<file path="src/rtl/seq_differencer.sv">
// Recovers the per-sample increment from a running-sum stream (inverse of the sequence adder),
// flags accumulator wrap-around and tracks how long the recovered step has stayed constant.
module seq_differencer #(
  parameter int WIDTH = 8,
  parameter int RUN_W = 8
) (
  input  logic             clk,
  input  logic             reset,
  input  logic             clear,
  input  logic             in_valid,
  input  logic [WIDTH-1:0] sum_in,
  output logic             out_valid,
  output logic [WIDTH-1:0] diff,
  output logic             wrap,
  output logic             step_const,
  output logic [RUN_W-1:0] run_len,
  output logic [1:0]       state_dbg
);

  // Handshake: valid-only stream with no backpressure. A sample is accepted on every rising
  // edge where in_valid=1 and clear=0; out_valid pulses for the one cycle after that edge.

  typedef enum logic [1:0] {
    IDLE  = 2'd0,
    ONE   = 2'd1,
    TRACK = 2'd2
  } state_t;

  localparam logic [RUN_W-1:0] RUN_MAX = '1;

  state_t           state, state_n;
  logic [WIDTH-1:0] prev;
  logic [WIDTH-1:0] last_diff;
  logic [WIDTH-1:0] cur_diff;
  logic             same;
  logic             sc_n;
  logic [RUN_W-1:0] rl_n;

  assign state_dbg = state;

  // In IDLE the reference is the accumulator's reset value, which prev already holds.
  assign cur_diff = (state == IDLE) ? sum_in : (sum_in - prev);
  assign same     = (cur_diff == last_diff);

  always_comb begin
    state_n = state;
    sc_n    = 1'b0;
    rl_n    = run_len;
    case (state)
      IDLE: begin
        state_n = ONE;
        sc_n    = 1'b0;
        rl_n    = RUN_W'(1);
      end
      ONE: begin
        state_n = TRACK;
        sc_n    = same;
        rl_n    = same ? RUN_W'(2) : RUN_W'(1);
      end
      TRACK: begin
        state_n = TRACK;
        sc_n    = same;
        if (!same)                rl_n = RUN_W'(1);
        else if (run_len == RUN_MAX) rl_n = RUN_MAX;
        else                      rl_n = run_len + 1'b1;
      end
      default: begin
        state_n = IDLE;
        sc_n    = 1'b0;
        rl_n    = '0;
      end
    endcase
  end

  always_ff @(posedge clk or posedge reset) begin
    if (reset) begin
      state      <= IDLE;
      prev       <= '0;
      last_diff  <= '0;
      out_valid  <= 1'b0;
      diff       <= '0;
      wrap       <= 1'b0;
      step_const <= 1'b0;
      run_len    <= '0;
    end else if (clear) begin
      // A sample presented alongside clear is dropped, matching an accumulator restart.
      state      <= IDLE;
      prev       <= '0;
      last_diff  <= '0;
      out_valid  <= 1'b0;
      diff       <= '0;
      wrap       <= 1'b0;
      step_const <= 1'b0;
      run_len    <= '0;
    end else if (in_valid) begin
      state      <= state_n;
      prev       <= sum_in;
      last_diff  <= cur_diff;
      out_valid  <= 1'b1;
      diff       <= cur_diff;
      wrap       <= (sum_in < prev);
      step_const <= sc_n;
      run_len    <= rl_n;
    end else begin
      out_valid  <= 1'b0;
    end
  end

endmodule

</file>
<file path="config.mk">
export PLATFORM = sky130hd
export DESIGN_NAME = seq_differencer
export DESIGN_NICKNAME = d
export VERILOG_FILES = /design/src/rtl/seq_differencer.sv
export SDC_FILE = /design/constraint.sdc
export NUM_CORES = 1
export LEC_CHECK = 0
export ABC_AREA = 0
export CAP_MARGIN = 0
export CORE_ASPECT_RATIO = 1.25
export CORE_MARGIN = 1.5
export CORE_UTILIZATION = 55
export CTS_BUF_LIST = sky130_fd_sc_hd__clkbuf_16
export DETAILED_ROUTE_END_ITERATION = 6
export PLACE_DENSITY = 0.79
export SYNTH_ARGS = -nofsm -noshare
export SYNTH_HDL_FRONTEND = slang
export SYNTH_SLANG_ARGS = --single-unit
</file>
<file path="constraint.sdc">
create_clock -name clk -period 3 [get_ports clk]
set_input_delay 0.9 -clock clk [delete_from_list [all_inputs] [get_ports clk]]
set_output_delay 0.9 -clock clk [all_outputs]
set_load 0.01 [all_outputs]
</file>
# Yosys cells after proc, flatten, opt, wreduce, memory -nomap -nowiden
# Index checks and enable logic that the tools add are counted.
# totals
rom_bits	0
memories	0
ramBits	0
output_inout_bits	21
ff_bits	29
latchBits	0
inputBits	12
# classes
n_eq_ne	4
n_div	0
n_addsub	2
multipliers	0
reduce_logical	3
muxes	21
n_lt_le_gt_ge	1
bitwise	0
n_shift	0
# op_table
op	count
8-bit 2-to-1 mux	9
8-bit one-hot mux with 3 select lines	1
8-bit by 1-bit adder with 8-bit output (second input constant)	1
8-bit equality test	1
8-bit equality test (second input constant)	1
8-bit < comparator	1
8-bit subtractor	1
1-bit 2-to-1 mux	7
2-bit 2-to-1 mux	3
2-bit one-hot mux with 2 select lines	1
2-bit by 1-bit equality test with 1-bit output (second input constant)	1
2-bit equality test (second input constant)	1
2-bit logical NOT	1
2-bit nonzero test	1
2-bit OR reduction	1

# Longest topological paths before layout
# logic_depth
ltp_word	7
mapped_depth	11

# Worst setup path after synthesis
# OpenSTA, ideal clock, no wires.
# synth_path
kind	input-to-reg
from	in sum_in[0]
to	reg run_len[0]
setup_ps	138
arrival_ps	3111
slack_ps	-248
path_stages	10
path_buffers	0
cell_sequence	inv_1 ha_1 fa_1 xnor2_1 mux2i_1 xor2_1 nand4_1 or4_1 o32ai_1 a211oi_1
# synth_between
elab_chain_cells	7
word_cells_on_any_way	8
cone_classes	add/sub (1); eq/ne (1); mux (6)
# synth_rtl
element	line	source
from (decl)	11	input logic [WIDTH-1:0] sum_in,
8-bit subtractor	42	assign cur_diff = (state == IDLE) ? sum_in : (sum_in - prev);
8-bit 2-to-1 mux *	42	
8-bit equality test *	43	assign same = (cur_diff == last_diff);
8-bit 2-to-1 mux or 2-bit 2-to-1 mux (tied branches)	63, 58	
8-bit one-hot mux with 3 select lines *	49	case (state)
8-bit 2-to-1 mux *	95	end else if (in_valid) begin
8-bit 2-to-1 mux *	85	end else if (clear) begin
to (signal assigned)	103	run_len <= rl_n;
to (decl)	16	output logic [RUN_W-1:0] run_len,
# Every way passes the cells marked *; elsewhere a longest branch is shown, timed or not. The select of a mux whose other input is x is not followed.
# A chain may end at the register's enable or synchronous reset.

# Worst setup path in the final report
# Ends and elaborated chain as after synthesis.

==> flow_summary_export.csv <==
group,metric,value,unit
sta,rsz0062_at_grt,"true",
critical_path,setup.worst_path.end,"run_len[0]$_DFFE_PP0P_",
global_routing,antenna_found_initial,0,
global_routing,grt_overflow,0,
global_routing,grt.total_usage,0.311,
final_layout,multiInputGateArea,1530,sq um
final_layout,mostFrequentLayoutCells,"buf_4, nor2_1, dfrtp_1",
cts,numCtsBuffers,5,
cts,h-tree-depth,2,
detailed_routing,wl_per_cell,17.4,um
critical_path,crit_required,3.15,ns
sta,setup_viol,1,
global_routing,grt_pass1_vias,2275,
detailed_routing,via_count,2140,
pwr,power_density,450,nW/um^2
detailed_routing,wl,6.29,mm
detailed_routing,firstDrtPassIters,5,
yosys,netlist_area,2230,sq um
detailed_routing,first_iter_violations,147,
floorplanning,io_pins,33,
critical_path,reg2reg_from,"state_dbg[0]$_DFFE_PP0P_",
cts,cts_root_buffer,"clkbuf_16",
floorplanning,die_w,60.0,um
critical_path,reg2reg_depth,11,
critical_path,r2r_setup_slack,0.15,ns
sta,finalCritPeriodShare,1.01,
yosys,ys_seq_area_frac,0.325,
sta,setup_tns,-0.0331,ns
critical_path,crit_path_start,"sum_in[0]",
floorplanning,start_util,0.580,
yosys,synth-seq-cells,29,
yosys,synth_edf_count,0,
floorplanning,placementRows,25,
sta,finalCriticalPeriod,3.03,ns
critical_path,arrival,3.18,ns
final_layout,fin_util,0.824,
pwr,cellLeakagePower,1.40,nW
detailed_routing,antenna_left,0,
cts,path_clk_slew,0.05,ns
sta,hold_viol,0,
yosys,ys_types,59,
hold_path,min_path_type,"flip-flop to flip-flop",
cts,cts_tree,"built",
sta,report.final.slew_viol_count,0,
yosys,syn_inst,234,
floorplanning,dieHeight,74.2,um
critical_path,cp_max_fo,3,
critical_path,r2r-end,"run_len[6]$_DFFE_PP0P_",
final_layout,seqCellArea,726,sq um
global_routing,grt_pass1_wl,10.3,mm
floorplanning,dieArea,4450,sq um
critical_path,cp-end-kind,"flip-flop",
place,gp_congestion,0.818,
cts,cts_sinks,29,
final_layout,layout_commonest_cell,"buf_4",
yosys,async_flop_share,1.00,
flow_run,drv_cap,0,
place,port_buffers,32,
final_layout,antennaDiodeCount,0,
place,place_inst,349,
critical_path,crit_type,"input port to flip-flop",
detailed_routing,drc_errors,0,
yosys,yosys_warnings,0,
floorplanning,core,3850,sq um
run_status,failed_checks,"negative setup slack",
pwr,vdd_drop_max,0.380,mV
run_status,outcome,"finished, violations left",
sta,clock.fmax,330,MHz
place,dp_hpwl,4.12,mm
sta,slew_headroom,0.472,
sta,setup_ws,-0.0331,ns
cts,insertion_delay,0.28,ns
critical_path,cp-start-kind,"input port",
global_routing,grt_max_degree,30,
sta,clock_skew,0.00335,ns
yosys,syn_nets,261,
yosys,syn-mean-instance-area,9.54,sq um
final_layout,final_nets,333,
cts,cts_buffer_depth,2,
final_layout,fill_cells,254,
final_layout,finalNonFillerCells,361,
sta,fin_hold_ws,0.494,ns
detailed_routing,viasPerCell,5.93,
cts,cts-hold-fix-buffers,0,
sta,worst_slew_pin_slew,0.790,ns
final_layout,syn2layout_area_growth,42.0,%
final_layout,drive_gt1_frac,0.283,
yosys,synth-main-ff-cell,"dfrtp_1",
## per-layer routing
metal	track usage	up-vias	part of all wire
met5	0	-	0
met4	0.163	0	0.034
met3	0.0748	22	0.032
met2	0.572	63	0.56
met1	0.318	1065	0.37
li1	-	990	-
## state kept, by name, indices dropped and copies added, names as in the netlist
register	flops
prev	8
state_dbg	2
last_diff	8
wrap	1
step_const	1
run_len	8
out_valid	1
## metrics by stage
| step | instance area (sq um) | total power, W | setup slack, ns |
|---|---|---|---|
| global route | 3170 | 0.00148 | -0.102 |
| floorplan | 2290 | 0.000723 | 0.00172 |
| global placement | 2910 | 0.000879 | -0.662 |
| CTS | 3120 | 0.00140 | 0.00650 |
| detailed placement | 2910 | 0.000895 | -0.723 |
| finish | 3170 | 0.00143 | -0.0331 |
## layout make-up
class,count,area share
clock buffer,5,0.0395
clock inverter,3,0.00395
inverter,18,0.0237
multi-input combinational,178,0.483
sequential,29,0.229
tap,54,0.0213
timing repair buffer,74,0.200
## worst min-delay path by stage
| stage | start | slack (ns) | to | depth (start not counted) |
|---|---|---|---|---|
| after detailed placement | step_const$_DFFE_PP0P_ | 0.48 | step_const$_DFFE_PP0P_ | 1 |
| final | wrap$_DFFE_PP0P_ | 0.49 | wrap$_DFFE_PP0P_ | 1 |
| after floorplan | prev[6]$_DFFE_PP0P_ | 0.49 | prev[6]$_DFFE_PP0P_ | 2 |
| after global routing | wrap$_DFFE_PP0P_ | 0.52 | wrap$_DFFE_PP0P_ | 1 |
| after global placement | wrap$_DFFE_PP0P_ | 0.46 | wrap$_DFFE_PP0P_ | 1 |
| after CTS | step_const$_DFFE_PP0P_ | 0.49 | step_const$_DFFE_PP0P_ | 1 |
## power by group
part,total [W],internal [W],switching (W)
Clock,0.000481,0.000299,0.000182
Sequential,0.000439,0.000414,0.0000250
Combinational,0.000507,0.000249,0.000258
Total,0.00143,0.000962,0.000465
## cells by family (layout without fill, tap and decap cells)
| logic type | Yosys count | count (layout) | synth area share |
|---|---|---|---|
| and+or+nand+nor | 84 | 84 | 0.205 |
| AOI/OAI and AO/OA | 51 | 51 | 0.202 |
| DFF | 29 | 29 | 0.325 |
| buffers and inverters | 27 | 100 | 0.0588 |
| muxes | 16 | 16 | 0.0717 |
| adders and majority gates | 15 | 15 | 0.0874 |
| xor gates and xnor gates | 12 | 12 | 0.0504 |
## timing repair
| action | CTS | global route |
|---|---|---|
| setup buffers | 3 | 1 |
| gates resized for setup | 29 | 7 |
| pin swaps | 19 | 10 |
| endpoints found under the setup margin | 9 | 8 |
## critical path, stage by stage
cell      delay (ns)
buf_8           0.08
inv_6           0.03
ha_4            0.14
fa_2            0.42
buf_6           0.14
nor2b_4         0.13
o211ai_1        0.19
a31oi_4         0.22
nor2_1          0.07
or4_4           0.54
o32ai_2         0.21
a211oi_1        0.10
## Yosys cell counts, drive strengths merged, types with 5 or more instances
cell type	count	area, sq um
a211oi	5	37.5
dfrtp	29	726
ha	14	175
inv	18	70.1
mux2i	16	160
nand2	14	52.6
nand2b	5	31.3
nor2	31	119
nor2b	5	38.8
o211ai	5	37.5
o21ai	9	45.0
xnor2	10	95.1
(Power assumes the default switching activity.)
